==> src/rtl/cpu_rf_pkg.sv <==
// Shared constants for the CPU register file: default geometry and the hardwired-zero index.
package cpu_rf_pkg;

  localparam int DATA_W_DEF = 32;
  localparam int ADDR_W_DEF = 5;
  localparam int ZERO_IDX   = 0;

  function automatic int nregs(input int addr_w);
    return 1 << addr_w;
  endfunction

endpackage

==> src/rtl/regfile_sb_if.sv <==
// Decode/writeback bus of the register file: read ports, writeback and issue strobes.
interface regfile_sb_if
  import cpu_rf_pkg::*;
#(
  parameter int DATA_W = DATA_W_DEF,
  parameter int ADDR_W = ADDR_W_DEF,
  parameter int NUM_RD = 2
);
  logic [NUM_RD*ADDR_W-1:0] rd_addr;
  logic [NUM_RD*DATA_W-1:0] rd_data;
  logic [NUM_RD-1:0]        rd_busy;
  logic                     wr_en;
  logic [ADDR_W-1:0]        wr_addr;
  logic [DATA_W-1:0]        wr_data;
  logic                     iss_en;
  logic [ADDR_W-1:0]        iss_addr;

  modport master (
    output rd_addr, wr_en, wr_addr, wr_data, iss_en, iss_addr,
    input  rd_data, rd_busy
  );

  modport slave (
    input  rd_addr, wr_en, wr_addr, wr_data, iss_en, iss_addr,
    output rd_data, rd_busy
  );
endinterface

==> src/rtl/regfile_sb_busy.sv <==
// Per-register busy scoreboard: set on issue, cleared on writeback, looked up per read port.
module regfile_sb_busy
  import cpu_rf_pkg::*;
#(
  parameter int ADDR_W   = ADDR_W_DEF,
  parameter int NUM_RD   = 2,
  parameter int ZERO_REG = 1,
  parameter int BYPASS   = 1
) (
  input  logic                     clk,
  input  logic                     rst_n,
  input  logic                     iss_en,
  input  logic [ADDR_W-1:0]        iss_addr,
  input  logic                     wr_en,
  input  logic [ADDR_W-1:0]        wr_addr,
  input  logic [NUM_RD*ADDR_W-1:0] rd_addr,
  output logic [NUM_RD-1:0]        rd_busy
);
  localparam int NREGS = nregs(ADDR_W);

  logic [NREGS-1:0]  busy_q;
  logic [NREGS-1:0]  busy_d;
  logic [ADDR_W-1:0] ra_s;
  logic              fwd_s;

  // Issue beats writeback on the same register: the younger producer is still outstanding.
  always_comb begin
    busy_d = busy_q;
    for (int r = 0; r < NREGS; r++) begin
      if ((ZERO_REG != 0) && (r == ZERO_IDX)) begin
        busy_d[r] = 1'b0;
      end else if (iss_en && (iss_addr == ADDR_W'(r))) begin
        busy_d[r] = 1'b1;
      end else if (wr_en && (wr_addr == ADDR_W'(r))) begin
        busy_d[r] = 1'b0;
      end else begin
        busy_d[r] = busy_q[r];
      end
    end
  end

  // Busy vector state.
  always_ff @(posedge clk or negedge rst_n) begin
    if (!rst_n) begin
      busy_q <= '0;
    end else begin
      busy_q <= busy_d;
    end
  end

  // A same-cycle writeback hides busy only when no same-cycle issue re-arms it.
  always_comb begin
    rd_busy = '0;
    ra_s    = '0;
    fwd_s   = 1'b0;
    for (int i = 0; i < NUM_RD; i++) begin
      ra_s  = rd_addr[i*ADDR_W +: ADDR_W];
      fwd_s = (BYPASS != 0) && wr_en && (wr_addr == ra_s) && !(iss_en && (iss_addr == ra_s));
      if (!rst_n) begin
        rd_busy[i] = 1'b0;
      end else if (fwd_s) begin
        rd_busy[i] = 1'b0;
      end else begin
        rd_busy[i] = busy_q[ra_s];
      end
    end
  end

endmodule

==> src/rtl/regfile_sb.sv <==
// Flop-based register file with combinational read ports, write bypass, zero register and busy scoreboard.
module regfile_sb
  import cpu_rf_pkg::*;
#(
  parameter int DATA_W   = DATA_W_DEF,
  parameter int ADDR_W   = ADDR_W_DEF,
  parameter int NUM_RD   = 2,
  parameter int ZERO_REG = 1,
  parameter int BYPASS   = 1
) (
  input  logic         clk,
  input  logic         rst_n,
  regfile_sb_if.slave  bus
);
  localparam int NREGS = nregs(ADDR_W);

  logic [DATA_W-1:0] regs_q [NREGS];
  logic [DATA_W-1:0] regs_d [NREGS];
  logic              wr_hit_s;
  logic [ADDR_W-1:0] ra_s;

  assign wr_hit_s = bus.wr_en && !((ZERO_REG != 0) && (bus.wr_addr == ADDR_W'(ZERO_IDX)));

  // Next-state of the register array.
  always_comb begin
    regs_d = regs_q;
    for (int r = 0; r < NREGS; r++) begin
      if (wr_hit_s && (bus.wr_addr == ADDR_W'(r))) begin
        regs_d[r] = bus.wr_data;
      end else begin
        regs_d[r] = regs_q[r];
      end
    end
  end

  // Register array with asynchronous clear.
  always_ff @(posedge clk or negedge rst_n) begin
    if (!rst_n) begin
      for (int r = 0; r < NREGS; r++) begin
        regs_q[r] <= '0;
      end
    end else begin
      regs_q <= regs_d;
    end
  end

  // Read muxes; outputs forced to zero while reset is held.
  always_comb begin
    bus.rd_data = '0;
    ra_s        = '0;
    for (int i = 0; i < NUM_RD; i++) begin
      ra_s = bus.rd_addr[i*ADDR_W +: ADDR_W];
      if (!rst_n) begin
        bus.rd_data[i*DATA_W +: DATA_W] = '0;
      end else if ((ZERO_REG != 0) && (ra_s == ADDR_W'(ZERO_IDX))) begin
        bus.rd_data[i*DATA_W +: DATA_W] = '0;
      end else if ((BYPASS != 0) && bus.wr_en && (bus.wr_addr == ra_s)) begin
        bus.rd_data[i*DATA_W +: DATA_W] = bus.wr_data;
      end else begin
        bus.rd_data[i*DATA_W +: DATA_W] = regs_q[ra_s];
      end
    end
  end

  regfile_sb_busy #(
    .ADDR_W   (ADDR_W),
    .NUM_RD   (NUM_RD),
    .ZERO_REG (ZERO_REG),
    .BYPASS   (BYPASS)
  ) u_busy (
    .clk      (clk),
    .rst_n    (rst_n),
    .iss_en   (bus.iss_en),
    .iss_addr (bus.iss_addr),
    .wr_en    (bus.wr_en),
    .wr_addr  (bus.wr_addr),
    .rd_addr  (bus.rd_addr),
    .rd_busy  (bus.rd_busy)
  );

endmodule

==> src/flat_wrapper.sv <==
// flat-port wrapper written by rule: the top's interface ports become plain ports
module regfile_sb_flat import cpu_rf_pkg::*;
#(
  parameter int DATA_W   = DATA_W_DEF,
  parameter int ADDR_W   = ADDR_W_DEF,
  parameter int NUM_RD   = 2,
  parameter int ZERO_REG = 1,
  parameter int BYPASS   = 1
)
  (clk, rst_n, bus_rd_addr, bus_wr_en, bus_wr_addr, bus_wr_data, bus_iss_en, bus_iss_addr, bus_rd_data, bus_rd_busy);
  regfile_sb_if #(.DATA_W(DATA_W), .ADDR_W(ADDR_W), .NUM_RD(NUM_RD)) bus_i ();
  input  logic clk;
  input  logic rst_n;
  input wire logic [$bits(bus_i.rd_addr)-1:0] bus_rd_addr;
  input wire logic [$bits(bus_i.wr_en)-1:0] bus_wr_en;
  input wire logic [$bits(bus_i.wr_addr)-1:0] bus_wr_addr;
  input wire logic [$bits(bus_i.wr_data)-1:0] bus_wr_data;
  input wire logic [$bits(bus_i.iss_en)-1:0] bus_iss_en;
  input wire logic [$bits(bus_i.iss_addr)-1:0] bus_iss_addr;
  output wire logic [$bits(bus_i.rd_data)-1:0] bus_rd_data;
  output wire logic [$bits(bus_i.rd_busy)-1:0] bus_rd_busy;
  assign bus_i.rd_addr = bus_rd_addr;
  assign bus_i.wr_en = bus_wr_en;
  assign bus_i.wr_addr = bus_wr_addr;
  assign bus_i.wr_data = bus_wr_data;
  assign bus_i.iss_en = bus_iss_en;
  assign bus_i.iss_addr = bus_iss_addr;
  assign bus_rd_data = bus_i.rd_data;
  assign bus_rd_busy = bus_i.rd_busy;
  regfile_sb #(.DATA_W(DATA_W), .ADDR_W(ADDR_W), .NUM_RD(NUM_RD), .ZERO_REG(ZERO_REG), .BYPASS(BYPASS)) u_core (.clk(clk), .rst_n(rst_n), .bus(bus_i));
endmodule
==> config.mk <==
export PLATFORM = sky130hd
export DESIGN_NAME = regfile_sb_flat
export DESIGN_NICKNAME = d
export VERILOG_FILES = /design/src/rtl/cpu_rf_pkg.sv /design/src/rtl/regfile_sb_if.sv /design/src/rtl/regfile_sb_busy.sv /design/src/rtl/regfile_sb.sv /design/src/flat_wrapper.sv
export SDC_FILE = /design/constraint.sdc
export NUM_CORES = 2
export LEC_CHECK = 0
export BUFFER_PORTS_ARGS = -buffer_cell sky130_fd_sc_hd__buf_4
export CORE_AREA = 2 2 462 419
export CTS_CLUSTER_SIZE = 40
export DETAILED_ROUTE_END_ITERATION = 12
export DIE_AREA = 0 0 464 421
export GPL_TIMING_DRIVEN = 0
export SYNTH_ARGS = -nofsm -noshare
export SYNTH_HDL_FRONTEND = slang
export SYNTH_HIERARCHICAL = 1
export SYNTH_SLANG_ARGS = --single-unit
==> constraint.sdc <==
create_clock -name clk -period 3.2 [get_ports clk]
set_input_delay 0.48 -clock clk [delete_from_list [all_inputs] [get_ports clk]]
set_output_delay 0.48 -clock clk [all_outputs]
set_load 0.005 [all_outputs]
Yosys cells after proc, flatten, opt, wreduce, memory -nomap -nowiden
Index checks and enable logic that the tools add are counted.
Widths: inputs -> output; s select.
{"block": "op_classes", "magnitude_cmp": 4, "n_eq_ne": 66, "muxes": 82, "reduce_logical": 138, "bitwise_logic": 2}
{"operator": "$bmux 32 s5", "count": 2}
{"operator": "$mux 32", "count": 10}
{"operator": "$eq 5x5->1 const B", "count": 32}
{"operator": "$logic_and 1x1->1", "count": 101}
{"operator": "$eq 5x4->1 const B", "count": 16}
{"operator": "$mux 1", "count": 68}
{"operator": "$reduce_bool 2->1", "count": 31}
{"operator": "$eq 5x3->1 const B", "count": 8}
{"operator": "$eq 5x2->1 const B", "count": 4}
{"operator": "$eq 5x5->1", "count": 4}
{"operator": "$logic_not 5->1", "count": 3}
{"operator": "$ge 6x6->1 const B", "count": 2}
{"operator": "$lt 5x6->1 const B", "count": 2}
{"operator": "$not 5->6", "count": 2}
{"operator": "$bmux 1 s5", "count": 2}
{"operator": "$eq 5x1->1 const B", "count": 2}
{"operator": "$logic_not 1->1", "count": 3}
{"block": "totals", "register_bits": 1055, "word_cells": 355, "input_bits": 56}

Longest topological paths before layout
{"block": "logic_depth", "word_depth": 7, "mapped_depth": 9, "ltp_nobuf": 5}

Hierarchy
The synthesis kept the hierarchy.
{"module": "regfile_sb", "cells_each": 3749, "instances": 1, "area_per_inst_um2": 54780.0}
{"module": "regfile_sb_busy", "cells_each": 217, "instances": 1, "area_per_inst_um2": 2095.8}

Worst setup path after synthesis
OpenSTA, ideal clock, no wires.
{"block": "synth_timing", "path_type": "input -> output", "start": "input port bus_rd_addr[1]", "end": "output port bus_rd_data[17]", "stages": 7, "t_arrival_ps": 2037, "n_path_buf": 3, "t_required_ps": 2720, "path_slack_ps": 683, "path_cell_list": "buf_4 > buf_2 > buf_1 > mux4_2 > a22oi_1 > o21ai_1 > a221o_1"}
{"block": "synth_between", "elab_chain_len": 7}
{"item": "start, declared", "line": "flat_wrapper.sv:14", "text": "input wire logic [$bits(bus_i.rd_addr)-1:0] bus_rd_addr;"}
{"item": "$not 5->6 (implied by the code)", "line": "regfile_sb.sv:60", "text": "bus.rd_data[i*DATA_W +: DATA_W] = regs_q[ra_s];"}
{"item": "$bmux 32 s5", "line": "regfile_sb.sv:60"}
{"item": "$mux 32 (implied by the code) (2 in a row)", "line": "regfile_sb.sv:60"}
{"item": "$mux 32", "line": "regfile_sb.sv:57", "text": "end else if ((BYPASS != 0) && bus.wr_en && (bus.wr_addr == ra_s)) begin"}
{"item": "$mux 32 *", "line": "regfile_sb.sv:55", "text": "end else if ((ZERO_REG != 0) && (ra_s == ADDR_W'(ZERO_IDX))) begin"}
{"item": "$mux 32 *", "line": "regfile_sb.sv:53", "text": "if (!rst_n) begin"}
{"item": "end, declared", "line": "flat_wrapper.sv:20", "text": "output wire logic [$bits(bus_i.rd_data)-1:0] bus_rd_data;"}
Every way passes the cells marked *; elsewhere a longest branch is shown, timed or not. The select of a mux whose other input is x is not followed.

Worst setup path after layout
{"block": "layout_timing", "start": "input port bus_rd_addr[6]", "end": "output port bus_rd_data[38]"}
Same word-level chain as after synthesis.

==> flow_summary.ini <==
[setup_path]
slowest_stage = nand2b_2
crit_arrival_ns = 2.81
cp.depth = 8
r2r_cells = 1
critPathLaunchType = primary input
reg2reg_slack_ns = 2.36
cp-end-kind = primary output
path_common_cell = buf_4
critPathTopFamily = buffers and inverters
required_ns = 2.72
crit_type = in2out
cp_max_fo = 10
cp_num_buf_inv = 4
cp_cell_sequence = buf_2 > buf_4 > nand2b_2 > clkbuf_8 > o22ai_1 > o21ai_0 > o2111a_2 > buf_4
cpPeakStageDelay_ns = 0.39
r2r-end = u_core/regs_q[6]
r2r-start = u_core/regs_q[6]

[timing]
fmax_mhz = 304
fin_crit_sh = 1.03
finClkSkew_ns = 0
fin_crit_ns = 3.29
tns_ns = -0.537
hold_viol_final = 0
setup_viol = 16
slew_viol_final = 0
slew_headroom = 0.116
tightest_slew_ns = 1.32
rsz0062_at_grt = yes
worst_slack_ns = -0.0901

[placement]
place_hpwl_mm = 162
gp_congestion = 0.973
port_buffers = 114
dpl.cell_count = 6643

[clocking]
cts-root-buf = clkbuf_16
cts_tree = built
h-tree-depth = 3
clkTransAtPathRegs_ns = 0.06
cts_buffers = 116
cts.sinks = 1055
clock_path_buffers = 3
worstSkewPairLatency_ns = 0.77

[global_routing]
gr-total-overflow = 0
grt_max_degree = 181
grt_usage = 0.251
grt_first_pass_wirelength_mm = 343
antenna_found_initial = 9
first_global_vias = 42000

[hold_path]
hold_path_depth = 2
hp-class = in2reg
hold_end = u_core/regs_q[27]
hold_start = bus_wr_data[27]

[die]
num_rows = 153
die_h_um = 421
io_pins = 122
die_area_um2 = 195000
core-area_um2 = 191000
fp.dieW_um = 464
initial_core_util = 0.297

[outcome]
violations = setup timing
status = complete, but fails checks

[logic_synthesis]
syn_nets = 4022
synth_area_per_cell_um2 = 14.3
ys.flop_type = dfrtp_1
ys_warn_count = 6
yosys.area.top_type = dfrtp_1
syn_inst = 3966
ys_ff_latch = 1055
ys_types = 60
synth_edf_count = 0
syn_area_um2 = 56900
yosysTopAreaCellShare = 0.464
synth_area_leaders = dfrtp_1, mux2_2, mux4_2
async_reset_ff_frac = 1.00
ys_seq_area_frac = 0.464

[layout]
finalNetCount = 4309
drive_gt1_frac = 0.480
fillCellCount = 18300
syn2layout_area_growth_pct = 18.0
multi_input_area_um2 = 28500
register_area_um2 = 26400
instances_no_fill = 6917

[routing]
drt-total-wl_mm = 251
num_vias = 42600
first_pass_iters = 8
final_antenna_net_count = 0
drc = 0
wl_per_cell_um = 36.2
drt_iter0_markers = 6223
vias_per_cell = 6.16

[power]
leakagePower_nw = 28.5
power.density_nw_per_um2 = 610
irDropWorstVdd_uv = 470

[job]
cap_viol_max_count = 0
## synth_stat cells, types with 4 or more instances
master    instances
buf_8             4
buf_2           136
a211oi_1          8
nor3b_1           5
inv_1             5
nand2_1          65
nor2b_1          16
nand4_1           4
nor2_1           23
dfrtp_1        1055
o21bai_1         12
mux4_2          421
a221o_1          35
a21boi_1         18
and2_1            4
buf_1            16
a221oi_1         87
a21boi_0          5
mux2_1           12
nor3_1           11
clkbuf_1        250
o22a_1            6
o2111a_1         32
a21oi_1          63
nor4_1            6
xnor2_1          12
o21ai_1          31
mux2_2          969
buf_4            26
buf_6            20
xor2_1           18
mux2i_1         208
nand3_1          45
o22ai_1          64
a221oi_2          4
a22oi_1          95
o21ai_0         128
nand2b_1         13
mux4_1            4
## layout by cell type (no fill, tap or decap), types with 16 or more instances in the layout
cell	netlist	final
a221o_1	35	30
a21boi_1	18	17
clkinv_2	0	16
xor2_1	18	18
nor2_1	23	20
clkbuf_8	0	55
o2111a_1	32	24
a221oi_2	4	22
o21ai_1	31	41
buf_6	20	45
nand2_1	65	63
mux2i_1	208	208
o21ai_0	128	104
o22ai_1	64	64
clkbuf_1	250	178
dlygate4sd3_1	0	26
buf_8	4	17
clkbuf_16	0	119
a21oi_1	63	62
clkbuf_4	1	36
mux2_2	969	969
buf_4	26	163
a221oi_1	87	69
nand3_1	45	44
buf_2	136	93
clkbuf_2	1	27
mux4_2	421	421
a22oi_1	95	95
dfrtp_1	1055	1055
## metal layers
layer | up-vias | wire [um] | GRT usage
li1 | 16000 | - | -
met1 | 22700 | 92600 | 0.313
met2 | 3002 | 107000 | 0.361
met3 | 853 | 32500 | 0.102
met4 | 10 | 18300 | 0.154
met5 | - | 233 | 0.00367
## timing repair
| item | in CTS | in global routing |
|---|---|---|
| gates cloned | 7 | 0 |
| endpoints found under the hold margin | 179 | 0 |
| resized for setup | 366 | 74 |
| hold buffers | 31 | 0 |
| pin swaps | 7 | 4 |
| endpoints found under the setup margin | 64 | 46 |
| buffers inserted | 7 | 10 |
## where the power goes
| group | total, W | internal (W) | switching, W | leakage, nW |
|---|---|---|---|---|
| Combinational | 0.00889 | 0.00483 | 0.00406 | 13.0 |
| Clock | 0.0142 | 0.00827 | 0.00594 | 1.96 |
| Sequential | 0.0178 | 0.0159 | 0.00193 | 13.5 |
## area by class of cell
cell class | instances | share of cell area
Timing Repair Buffer | 175 | 0.0273
Clock buffer | 175 | 0.0518
Inverter | 5 | 0.000280
Tap cell | 2557 | 0.0477
Multi-Input combinational cell | 2450 | 0.425
Sequential cell | 1055 | 0.393
Antenna cell | 14 | 0.000522
Buffer | 450 | 0.0462
Clock inverter | 36 | 0.00761
## worst max path at each step
stage / from / to
2_1_floorplan: bus_rd_addr[1] / bus_rd_data[17]
3_3_place_gp: rst_n / bus_rd_data[21]
3_5_place_dp: rst_n / bus_rd_data[21]
4_1_cts: bus_rd_addr[6] / bus_rd_data[53]
5_1_grt: bus_rd_addr[7] / bus_rd_data[51]
6_report: bus_rd_addr[6] / bus_rd_data[38]
## logic make-up after synthesis
group	Yosys count	share of synthesized area
muxes	1614	0.399
DFF	1055	0.464
AOI/OAI and AO/OA	595	0.0737
buffers and inverters	461	0.0392
and+or+nand+nor	211	0.0189
xor gates and xnor gates	30	0.00462
## sequential cells by signal, indices dropped and copies added, names as in the netlist
register and count:
u_core/regs_q 1024, u_core/u_busy/busy_q 31
## metrics by stage
step | instance area [um^2] | hold WS [ns] | worst slack [ns] | total power [W] | util
6_report | 67100 | 0.0133 | -0.0901 | 0.0409 | 0.351
3_3_place_gp | 60900 | 0.455 | -13.33 | 0.0259 | 0.319
3_5_place_dp | 61100 | 0.466 | -2.40 | 0.0263 | 0.320
4_1_cts | 66800 | 0.000433 | -0.0544 | 0.0407 | 0.349
5_1_grt | 67100 | 0.00886 | -0.0131 | 0.0422 | 0.351
2_1_floorplan | 56900 | 0.184 | 0.683 | 0.0232 | -
No activity file was read; power rests on OpenSTA's default activity.
